`src/rtl/cacheline_adaptor_pkg.sv`:
```
// Shared types and constants for the cache-line to burst adaptor.
// Optional feature macro used by this slice: CACHELINE_ADAPTOR_PERF_EN.
package cacheline_adaptor_pkg;

  localparam int LINE_W  = 256;
  localparam int BURST_W = 64;
  localparam int BEATS   = LINE_W / BURST_W;
  localparam int CNT_W   = $clog2(BEATS);

  typedef logic [31:0]        addr_t;
  typedef logic [LINE_W-1:0]  line_t;
  typedef logic [BURST_W-1:0] burst_t;
  typedef logic [CNT_W-1:0]   beat_idx_t;

  typedef enum logic [1:0] {
    S_IDLE  = 2'd0,
    S_READ  = 2'd1,
    S_WRITE = 2'd2,
    S_DONE  = 2'd3
  } adaptor_state_t;

  // Lines are 32 bytes, so the low five address bits select a byte in the line.
  function automatic addr_t line_align(input addr_t addr);
    return {addr[31:5], 5'b00000};
  endfunction

  // Saturating increment for the 32-bit event counters.
  function automatic logic [31:0] sat_inc(input logic [31:0] value);
    return (value == 32'hFFFF_FFFF) ? value : value + 32'd1;
  endfunction

endpackage

```
`src/rtl/cacheline_adaptor_if.sv`:
```
// Bundles the arbiter-side and memory-side signals of the adaptor.
// slave: the adaptor itself; master: the environment around it.
interface cacheline_adaptor_if;
  import cacheline_adaptor_pkg::*;

  // arbiter side
  line_t  line_i;
  line_t  line_o;
  addr_t  address_i;
  logic   read_i;
  logic   write_i;
  logic   resp_o;
  // memory side
  burst_t burst_i;
  burst_t burst_o;
  addr_t  address_o;
  logic   read_o;
  logic   write_o;
  logic   resp_i;

  modport slave (
    input  line_i, address_i, read_i, write_i, burst_i, resp_i,
    output line_o, resp_o, burst_o, address_o, read_o, write_o
  );

  modport master (
    output line_i, address_i, read_i, write_i, burst_i, resp_i,
    input  line_o, resp_o, burst_o, address_o, read_o, write_o
  );

endinterface

```
`src/rtl/cacheline_adaptor_line_buffer.sv`:
```
// Line-wide data register: loaded whole on a write request, filled one
// beat at a time during a read, and read out one beat at a time for writes.
module adaptor_line_buffer
  import cacheline_adaptor_pkg::*;
(
  input  logic      clk,
  input  logic      rst,
  input  logic      load_i,
  input  line_t     load_line_i,
  input  logic      beat_we_i,
  input  beat_idx_t beat_idx_i,
  input  burst_t    beat_data_i,
  input  beat_idx_t rd_idx_i,
  output line_t     line_o,
  output burst_t    beat_o
);

  line_t buf_q;
  line_t buf_d;

  // Next buffer contents: a full-line load takes priority over a beat write.
  always_comb begin
    buf_d = buf_q;
    if (load_i) begin
      buf_d = load_line_i;
    end else if (beat_we_i) begin
      buf_d[beat_idx_i*BURST_W +: BURST_W] = beat_data_i;
    end else begin
      buf_d = buf_q;
    end
  end

  // Buffer register with synchronous clear.
  always_ff @(posedge clk) begin
    if (rst) begin
      buf_q <= {LINE_W{1'b0}};
    end else begin
      buf_q <= buf_d;
    end
  end

  assign line_o = buf_q;
  assign beat_o = buf_q[rd_idx_i*BURST_W +: BURST_W];

endmodule

```
`src/rtl/cacheline_adaptor.sv`:
```
// Converts one 256-bit line request into a 4 x 64-bit memory burst.
// Optional: define CACHELINE_ADAPTOR_PERF_EN for rd_count_o, wr_count_o,
// busy_cycles_o performance counters.
module cacheline_adaptor
  import cacheline_adaptor_pkg::*;
(
  input  logic clk,
  input  logic rst,
  cacheline_adaptor_if.slave bus
`ifdef CACHELINE_ADAPTOR_PERF_EN
  ,
  output logic [31:0] rd_count_o,
  output logic [31:0] wr_count_o,
  output logic [31:0] busy_cycles_o
`endif
);

  localparam beat_idx_t LAST_BEAT = beat_idx_t'(BEATS - 1);

  adaptor_state_t state_q, state_d;
  beat_idx_t      cnt_q, cnt_d;
  addr_t          addr_q, addr_d;
  logic           is_wr_q, is_wr_d;
  line_t          line_q, line_d;
  logic           read_q, read_d;
  logic           write_q, write_d;
  logic           resp_q, resp_d;

  logic           buf_load_s;
  logic           buf_we_s;
  line_t          buf_line_s;
  burst_t         buf_beat_s;

  adaptor_line_buffer u_line_buffer (
    .clk         (clk),
    .rst         (rst),
    .load_i      (buf_load_s),
    .load_line_i (bus.line_i),
    .beat_we_i   (buf_we_s),
    .beat_idx_i  (cnt_q),
    .beat_data_i (bus.burst_i),
    .rd_idx_i    (cnt_q),
    .line_o      (buf_line_s),
    .beat_o      (buf_beat_s)
  );

  // Next-state, beat counting and buffer control; outputs follow next state.
  always_comb begin
    state_d    = state_q;
    cnt_d      = cnt_q;
    addr_d     = addr_q;
    is_wr_d    = is_wr_q;
    line_d     = line_q;
    buf_load_s = 1'b0;
    buf_we_s   = 1'b0;
    case (state_q)
      S_IDLE: begin
        if (bus.write_i) begin
          state_d    = S_WRITE;
          addr_d     = line_align(bus.address_i);
          is_wr_d    = 1'b1;
          cnt_d      = beat_idx_t'(0);
          buf_load_s = 1'b1;
        end else if (bus.read_i) begin
          state_d = S_READ;
          addr_d  = line_align(bus.address_i);
          is_wr_d = 1'b0;
          cnt_d   = beat_idx_t'(0);
        end else begin
          state_d = S_IDLE;
        end
      end
      S_READ: begin
        if (bus.resp_i) begin
          buf_we_s = 1'b1;
          cnt_d    = cnt_q + beat_idx_t'(1);
          if (cnt_q == LAST_BEAT) begin
            state_d = S_DONE;
            // The last beat lands in the top slot; publish the whole line
            // now so line_o is valid in the same cycle as resp_o.
            line_d  = {bus.burst_i, buf_line_s[LINE_W-BURST_W-1:0]};
          end else begin
            state_d = S_READ;
          end
        end else begin
          state_d = S_READ;
        end
      end
      S_WRITE: begin
        if (bus.resp_i) begin
          cnt_d = cnt_q + beat_idx_t'(1);
          if (cnt_q == LAST_BEAT) begin
            state_d = S_DONE;
          end else begin
            state_d = S_WRITE;
          end
        end else begin
          state_d = S_WRITE;
        end
      end
      S_DONE: begin
        // The arbiter only changes its request after seeing resp_o, so
        // never accept directly out of DONE.
        state_d = S_IDLE;
      end
      default: begin
        state_d = S_IDLE;
      end
    endcase
    read_d  = (state_d == S_READ);
    write_d = (state_d == S_WRITE);
    resp_d  = (state_d == S_DONE);
  end

  // State and output registers; reset abandons any burst in flight.
  always_ff @(posedge clk) begin
    if (rst) begin
      state_q <= S_IDLE;
      cnt_q   <= beat_idx_t'(0);
      addr_q  <= 32'h0000_0000;
      is_wr_q <= 1'b0;
      line_q  <= {LINE_W{1'b0}};
      read_q  <= 1'b0;
      write_q <= 1'b0;
      resp_q  <= 1'b0;
    end else begin
      state_q <= state_d;
      cnt_q   <= cnt_d;
      addr_q  <= addr_d;
      is_wr_q <= is_wr_d;
      line_q  <= line_d;
      read_q  <= read_d;
      write_q <= write_d;
      resp_q  <= resp_d;
    end
  end

  assign bus.line_o    = line_q;
  assign bus.resp_o    = resp_q;
  assign bus.address_o = addr_q;
  assign bus.read_o    = read_q;
  assign bus.write_o   = write_q;
  assign bus.burst_o   = write_q ? buf_beat_s : {BURST_W{1'b0}};

`ifdef CACHELINE_ADAPTOR_PERF_EN
  logic [31:0] rd_count_q;
  logic [31:0] wr_count_q;
  logic [31:0] busy_cycles_q;

  // Saturating completion and busy-cycle counters.
  always_ff @(posedge clk) begin
    if (rst) begin
      rd_count_q    <= 32'd0;
      wr_count_q    <= 32'd0;
      busy_cycles_q <= 32'd0;
    end else begin
      if ((state_q == S_DONE) && !is_wr_q) begin
        rd_count_q <= sat_inc(rd_count_q);
      end
      if ((state_q == S_DONE) && is_wr_q) begin
        wr_count_q <= sat_inc(wr_count_q);
      end
      if (state_q != S_IDLE) begin
        busy_cycles_q <= sat_inc(busy_cycles_q);
      end
    end
  end

  assign rd_count_o    = rd_count_q;
  assign wr_count_o    = wr_count_q;
  assign busy_cycles_o = busy_cycles_q;
`endif

endmodule

```
`src/flat_wrapper.sv`:
```
// flat-port wrapper written by rule: the top's interface ports become plain ports
module cacheline_adaptor_flat import cacheline_adaptor_pkg::*;
  (clk, rst, bus_line_i, bus_address_i, bus_read_i, bus_write_i, bus_burst_i, bus_resp_i, bus_line_o, bus_resp_o, bus_burst_o, bus_address_o, bus_read_o, bus_write_o);
  cacheline_adaptor_if bus_i ();
  input  logic clk;
  input  logic rst;
  input wire logic [$bits(bus_i.line_i)-1:0] bus_line_i;
  input wire logic [$bits(bus_i.address_i)-1:0] bus_address_i;
  input wire logic [$bits(bus_i.read_i)-1:0] bus_read_i;
  input wire logic [$bits(bus_i.write_i)-1:0] bus_write_i;
  input wire logic [$bits(bus_i.burst_i)-1:0] bus_burst_i;
  input wire logic [$bits(bus_i.resp_i)-1:0] bus_resp_i;
  output wire logic [$bits(bus_i.line_o)-1:0] bus_line_o;
  output wire logic [$bits(bus_i.resp_o)-1:0] bus_resp_o;
  output wire logic [$bits(bus_i.burst_o)-1:0] bus_burst_o;
  output wire logic [$bits(bus_i.address_o)-1:0] bus_address_o;
  output wire logic [$bits(bus_i.read_o)-1:0] bus_read_o;
  output wire logic [$bits(bus_i.write_o)-1:0] bus_write_o;
  assign bus_i.line_i = bus_line_i;
  assign bus_i.address_i = bus_address_i;
  assign bus_i.read_i = bus_read_i;
  assign bus_i.write_i = bus_write_i;
  assign bus_i.burst_i = bus_burst_i;
  assign bus_i.resp_i = bus_resp_i;
  assign bus_line_o = bus_i.line_o;
  assign bus_resp_o = bus_i.resp_o;
  assign bus_burst_o = bus_i.burst_o;
  assign bus_address_o = bus_i.address_o;
  assign bus_read_o = bus_i.read_o;
  assign bus_write_o = bus_i.write_o;
  cacheline_adaptor u_core (.clk(clk), .rst(rst), .bus(bus_i));
endmodule
```
`config.mk`:
```
export PLATFORM = sky130hd
export DESIGN_NAME = cacheline_adaptor_flat
export DESIGN_NICKNAME = d
export VERILOG_FILES = /design/src/rtl/cacheline_adaptor_pkg.sv /design/src/rtl/cacheline_adaptor_if.sv /design/src/rtl/cacheline_adaptor_line_buffer.sv /design/src/rtl/cacheline_adaptor.sv /design/src/flat_wrapper.sv
export SDC_FILE = /design/constraint.sdc
export NUM_CORES = 1
export LEC_CHECK = 0
export CORE_AREA = 5 5 272 274
export DETAILED_ROUTE_END_ITERATION = 10
export DIE_AREA = 0 0 277 279
export GPL_TIMING_DRIVEN = 0
export PLACE_DENSITY_LB_ADDON = 0.2
export SKIP_CTS_REPAIR_TIMING = 1
export SYNTH_ARGS = -nofsm -noshare
export SYNTH_HDL_FRONTEND = slang
export SYNTH_SLANG_ARGS = --single-unit
```
`constraint.sdc`:
```
create_clock -name clk -period 3 [get_ports clk]
set_input_delay 0.6 -clock clk [delete_from_list [all_inputs] [get_ports clk]]
set_output_delay 0.6 -clock clk [all_outputs]
set_load 0.02 [all_outputs]
```
==> flow_summary.toml, run 1 <==
[status]
status = "finished, final reports clean"

[yosys]
yosysWarnings = 0
syn_inst = 2639
synth_cell_types = 37
synth.largest_area_cell = "dfxtp_1"
synth_top_area_frac = 0.472
ys_seq_area_frac = 0.472
synthTopCellsByArea = "dfxtp_1 47%, a21oi_1 12%, nand2_1 9.2%"
ys_ff_latch = 546
synth_common_cells = "570 x nand2_1, 546 x dfxtp_1, 544 x a21oi_1, 256 x a22oi_1, 256 x nand4_1"
netlist_area_mm2 = 0.0232
synth-main-ff-cell = "dfxtp_1"
synth_edf_count = 0
avgSynthCellArea_um2 = 8.78
synthArstFlopShare = 0
yosysMostFrequentCell = "nand2_1"

[worst_setup_path]
cp_max_fo = 10
startpoint_type = "flop"
setup.worst_path.end_class = "output pin"
crit_arrival_ns = 2.36
critical_path_class = "flop to output pin"
crit_required_ns = 2.40

[layout]
fin_cells = 4441
synthToLayoutAreaGrowth_pct = 45.2
multi_input_area_mm2 = 0.0107
n_fill_cell = 7051
fin_nets = 3795
regArea_mm2 = 0.0109
drive_gt1_frac = 0.121

[clock_tree]
cts_root_buf = "clkbuf_16"
cts_tree = "built"
clkTransAtPathRegs_ns = 0.06
cts_made_buffers = 66
ctsHtreeMaxLevel = 3
clockBufferDepth = 3
clk_latency_ns = 0.59
clock-sinks = 546

[drt]
drc_errors = 0
wire_per_inst_um = 27.3
first_pass_iters = 6
wirelength_mm = 121
vias = 24800
antenna_left = 0
drtIter0Drc = 2386
via_per_inst = 5.58

[floorplan]
die_y_um = 279
rows = 98
die_w_um = 277
start_util = 0.326
dieArea_mm2 = 0.0773
placeableCoreArea_mm2 = 0.0711
boundaryPins = 712

[placement]
dp_hpwl_mm = 90.7
placed_cells = 4294
port_buffers = 700
globalplace.congestion = 0.932

[sta]
finalCriticalPeriod_ns = 2.96
worstMarginPinSlew_ns = 1.28
hold_viol = 0
setup_viol = 0
holdWs_ns = 0.452
skew_ns = 0.0220
rsz0062_at_grt = "true"
finalMaxSlewViolations = 0
fmax_ghz = 0.338
relSlewSlack = 0.145
post-route-period-util = 0.987

[global_route]
grt_max_degree = 13
antenna_found_initial = 32
track_usage = 0.294
grt_pass1_wl_mm = 170
grt_overflow = 0
first_global_vias = 23700

[flow_run]
maxCapViolCount = 0

[pwr]
worst_ir_drop_vdd_mv = 0.364
cellPowerDensity_mw_per_mm2 = 555
power_leakage_nw = 11.9

[worst_hold_path]
hold_path.class = "flop to flop"
==> registers in the layout (all words and copies together) (netlist names) <==
signal	flops
u_core.bus.write_o	1
u_core.state_q	2
u_core.bus.address_o	27
u_core.bus.line_o	256
u_core.bus.resp_o	1
u_core.bus.read_o	1
u_core.u_line_buffer.line_o	256
u_core.cnt_q	2
==> layer usage <==
layer	track usage	vias up	part of all wire
met2	0.490	1154	0.48
li1	-	11200	-
met4	0.103	10	0.033
met1	0.373	12200	0.41
met5	0	-	0.00060
met3	0.0736	202	0.081
==> path summary, 6_finish.rpt <==
path,start,end,slack [ns],cells after the start
max,u_core.cnt_q[0],bus_burst_o[60],0.04,7
min,u_core.bus.address_o[27],u_core.bus.address_o[27],0.45,2
max reg2reg,u_core.cnt_q[1],u_core.u_line_buffer.line_o[245],0.16,9
min reg2reg,u_core.bus.address_o[27],u_core.bus.address_o[27],0.45,2
==> report_power, final <==
| part | switching (mW) | internal [mW] | total (mW) | leakage, nW |
|---|---|---|---|---|
| combinational | 1.73 | 1.28 | 3.01 | 6.49 |
| clock | 3.27 | 4.58 | 7.85 | 1.01 |
| sequential | 0.276 | 7.55 | 7.82 | 4.44 |
| total | 5.27 | 13.4 | 18.7 | 11.9 |
==> metrics by stage <==
step	utilization	TNS [ns]	power [mW]	cell area, um^2	worst slack (ns)
after detailed placement	0.441	-59.27	10.9	31400	-0.347
after global placement	0.441	-56.18	10.9	31400	-0.315
after global routing	0.473	-0.0707	19.3	33600	-0.0269
after floorplan	-	0	9.37	23200	0.864
after CTS	0.470	-104.04	18.7	33400	-0.925
final	0.473	0	18.7	33700	0.0397
==> cell families after synthesis <==
group	Yosys count	synth area share
DFF	546	0.472
adders and majority gates	11	0.00594
and+or+nand+nor	910	0.185
AOI/OAI and AO/OA	813	0.208
buffers and inverters	294	0.0667
muxes	64	0.0622
other	1	0.000162
==> critical path, stage by stage (launching register included) <==
cell,delay [ns]
dfxtp_4,0.36
buf_8,0.14
buf_12,0.13
buf_4,0.11
buf_12,0.14
mux4_2,0.51
and2_1,0.20
clkbuf_2,0.16
==> placed cells by master, fill, tap and decap left out, drive strengths merged, types with 2 or more instances in the layout <==
| master | n |
|---|---|
| clkbuf | 226 |
| or4 | 3 |
| nand3 | 2 |
| clkdlybuf4s50 | 636 |
| and2 | 67 |
| ha | 11 |
| clkinv | 8 |
| o31ai | 2 |
| buf | 205 |
| nand2 | 570 |
| a21oi | 545 |
| nor2b | 3 |
| conb | 5 |
| a32oi | 4 |
| clkinvlp | 2 |
| nand4 | 256 |
| dfxtp | 546 |
| bufinv | 2 |
| dlymetal6s2s | 32 |
| diode | 23 |
| mux4 | 64 |
| nor3 | 2 |
| o21ai | 2 |
| a22oi | 256 |
| inv | 8 |
==> layout make-up <==
| type | count | share of cell area |
|---|---|---|
| antenna | 23 | 0.00171 |
| inverter | 5 | 0.000558 |
| buffer | 289 | 0.0479 |
| tap | 950 | 0.0353 |
| timing repair buffer | 716 | 0.210 |
| clock buffer | 94 | 0.0567 |
| multi-input combinational | 1803 | 0.318 |
| sequential | 546 | 0.325 |
| clock inverter | 15 | 0.00420 |
(Power assumes the default switching activity.)
==> run 2, diff against run 1 <==
--- a/config.mk
+++ b/config.mk
@@ -9,8 +9,10 @@
 export DETAILED_ROUTE_END_ITERATION = 10
 export DIE_AREA = 0 0 277 279
 export GPL_TIMING_DRIVEN = 0
+export MAX_ROUTING_LAYER = met4
 export PLACE_DENSITY_LB_ADDON = 0.2
 export SKIP_CTS_REPAIR_TIMING = 1
+export SKIP_LAST_GASP = 1
 export SYNTH_ARGS = -nofsm -noshare
 export SYNTH_HDL_FRONTEND = slang
 export SYNTH_SLANG_ARGS = --single-unit
==> run 2 against run 1 <==
  * Cell count up 0.11%
  * Fmax shrank 0.75%
  * Worst setup slack got worse by 0.022 ns
  * Hold slack about the same
  * Die area is the same
  * Via count is 0.46% lower
  * Sequential share of layout area is 0.20 points lower
  * First-iteration DRC count rose by 6.7%
  * Sequential cell count unchanged
  * Global-route usage increased by 0.91 points
  * Clock power hardly changed
  * Register-to-register slack is essentially flat
  * Largest cell class unchanged
  * Highest routed layer is now met4
==> flow_summary.toml, run 2 (synthesis gave the netlist of run 1 again) <==
[placement]
globalplace.congestion = 0.949
place_area_mm2 = 0.0314
place_ws_ns = -0.347
port_buffers = 700
dp_hpwl_mm = 90.7

[layout]
final_common_cell = "clkdlybuf4s50_1"
final_cell_mix = "636 x clkdlybuf4s50_1, 570 x nand2_1, 544 x a21oi_1, 544 x dfxtp_1"
drive_gt1_frac = 0.115
fin_area_mm2 = 0.0339
fin_nets = 3793
synthToLayoutAreaGrowth_pct = 46.1

[status]
status = "finished, final reports clean"

[pwr]
power_mw = 18.7
worst_ir_drop_vdd_mv = 0.367
cellPowerDensity_mw_per_mm2 = 552
power_leakage_nw = 12.3

[sta]
hold_viol = 0
setup_tns_ns = 0
worstMarginPinSlew_ns = 1.22
setup_viol = 0
finalMaxSlewViolations = 0
relSlewSlack = 0.185
setup_ws_ns = 0.0174
post-route-period-util = 0.994
holdWs_ns = 0.452
skew_ns = 0.0242
finalCriticalPeriod_ns = 2.98
fmax_ghz = 0.335
rsz0062_at_grt = "true"

[floorplan]
die_w_um = 277
start_util = 0.326
placeableCoreArea_mm2 = 0.0711
die_y_um = 279
dieArea_mm2 = 0.0773
rows = 98
boundaryPins = 712

[drt]
wirelength_mm = 121
via_per_inst = 5.55
wire_per_inst_um = 27.3
vias = 24700
drtIter0Drc = 2547
antenna_left = 0
first_pass_iters = 6
drc_errors = 0

[worst_setup_path]
critPathLaunch = "u_core.cnt_q[0]"
r2r_cells = 9
cp_max_fo = 8
crit_chain = "buf_12 -> buf_16 -> buf_12 -> buf_12 -> mux4_2 -> and2_1 -> dlymetal6s2s_1"
cpPeakStageDelay_ns = 0.48
reg2reg_to = "u_core.u_line_buffer.line_o[245]"
setup.worst_path.end_class = "output pin"
critical_path_class = "flop to output pin"
startpoint_type = "flop"
rr_startpoint = "u_core.cnt_q[1]"
crit_arrival_ns = 2.38
path_buf_inv = 5
crit_required_ns = 2.40
crit_family = "buffers and inverters"
reg2reg_slack_ns = 0.17
crit_slowest_cell = "mux4_2"
crit_top_cell = "buf_12"

[global_route]
antenna_found_initial = 29
track_usage = 0.303
grt_max_degree = 13
first_global_vias = 23700
grt_pass1_wl_mm = 170
grt_overflow = 0

[flow_run]
maxCapViolCount = 0

[clock_tree]
cts_made_buffers = 66
clk_latency_ns = 0.59
clock-sinks = 546
clkTransAtPathRegs_ns = 0.06
cts_tree = "built"
cts_root_buf = "clkbuf_16"
clockBufferDepth = 3
ctsHtreeMaxLevel = 3

[worst_hold_path]
hold_depth = 2
min_to = "u_core.bus.line_o[237]"
hold_path.class = "flop to flop"
min_from = "u_core.bus.line_o[237]"
run 2: cell count changes in the layout (fill, tap and decap cells not counted), sizes merged:
cell / change
buf: -3
diode: +7
clkbuf: -20
dlymetal6s2s: +21
run 2: report_power, final:
group          internal, mW  switching, mW  leakage [nW]  total (mW)
logic                  1.30           1.73          6.86        3.02
registers              7.55          0.276          4.44        7.82
clock network          4.58           3.28          1.01        7.86
run 2: worst max-delay path by stage:
| stage | depth (start not counted) | slack [ns] | to |
|---|---|---|---|
| 4_1_cts | 4 | -0.93 | bus_burst_o[46] |
| 3_3_place_gp | 9 | -0.31 | u_core.u_line_buffer.line_o[119] |
| 2_1_floorplan | 9 | 0.86 | u_core.u_line_buffer.line_o[10] |
| 6_report | 7 | 0.02 | bus_burst_o[46] |
| 3_5_place_dp | 9 | -0.35 | u_core.u_line_buffer.line_o[115] |
| 5_1_grt | 7 | -0.07 | bus_burst_o[46] |
run 2: layer usage:
layer,share of wire,wire (um),global-route usage
met2,0.48,58200,0.490
met5,0,0,-
met3,0.078,9510,0.0693
met4,0.031,3730,0.0995
met1,0.41,49700,0.378
run 2: layout make-up:
cell class	instances	area (um^2)
fill	7030	37300
sequential	546	10900
multi-input combinational	1803	10700
timing repair buffer	714	7250
clock buffer	94	1910
buffer	289	1620
tap	950	1190
clock inverter	15	141
antenna	30	75.1
inverter	5	18.8
run 2: worst register-to-register path: stages (launching register included):
cell and delay [ns]:
dfxtp_2 0.40, buf_6 0.24, clkbuf_4 0.30, inv_1 0.11, ha_1 0.28, and4b_1 0.28, buf_2 0.40, buf_2 0.40
nand4_1 0.19, a21oi_1 0.16
run 2: stage by stage:
| step | instances | util |
|---|---|---|
| CTS | 4403 | 0.470 |
| global placement | 4293 | 0.441 |
| global route | 4441 | 0.476 |
| floorplan | 2643 | - |
| detailed placement | 4294 | 0.441 |
| finish | 4446 | 0.476 |
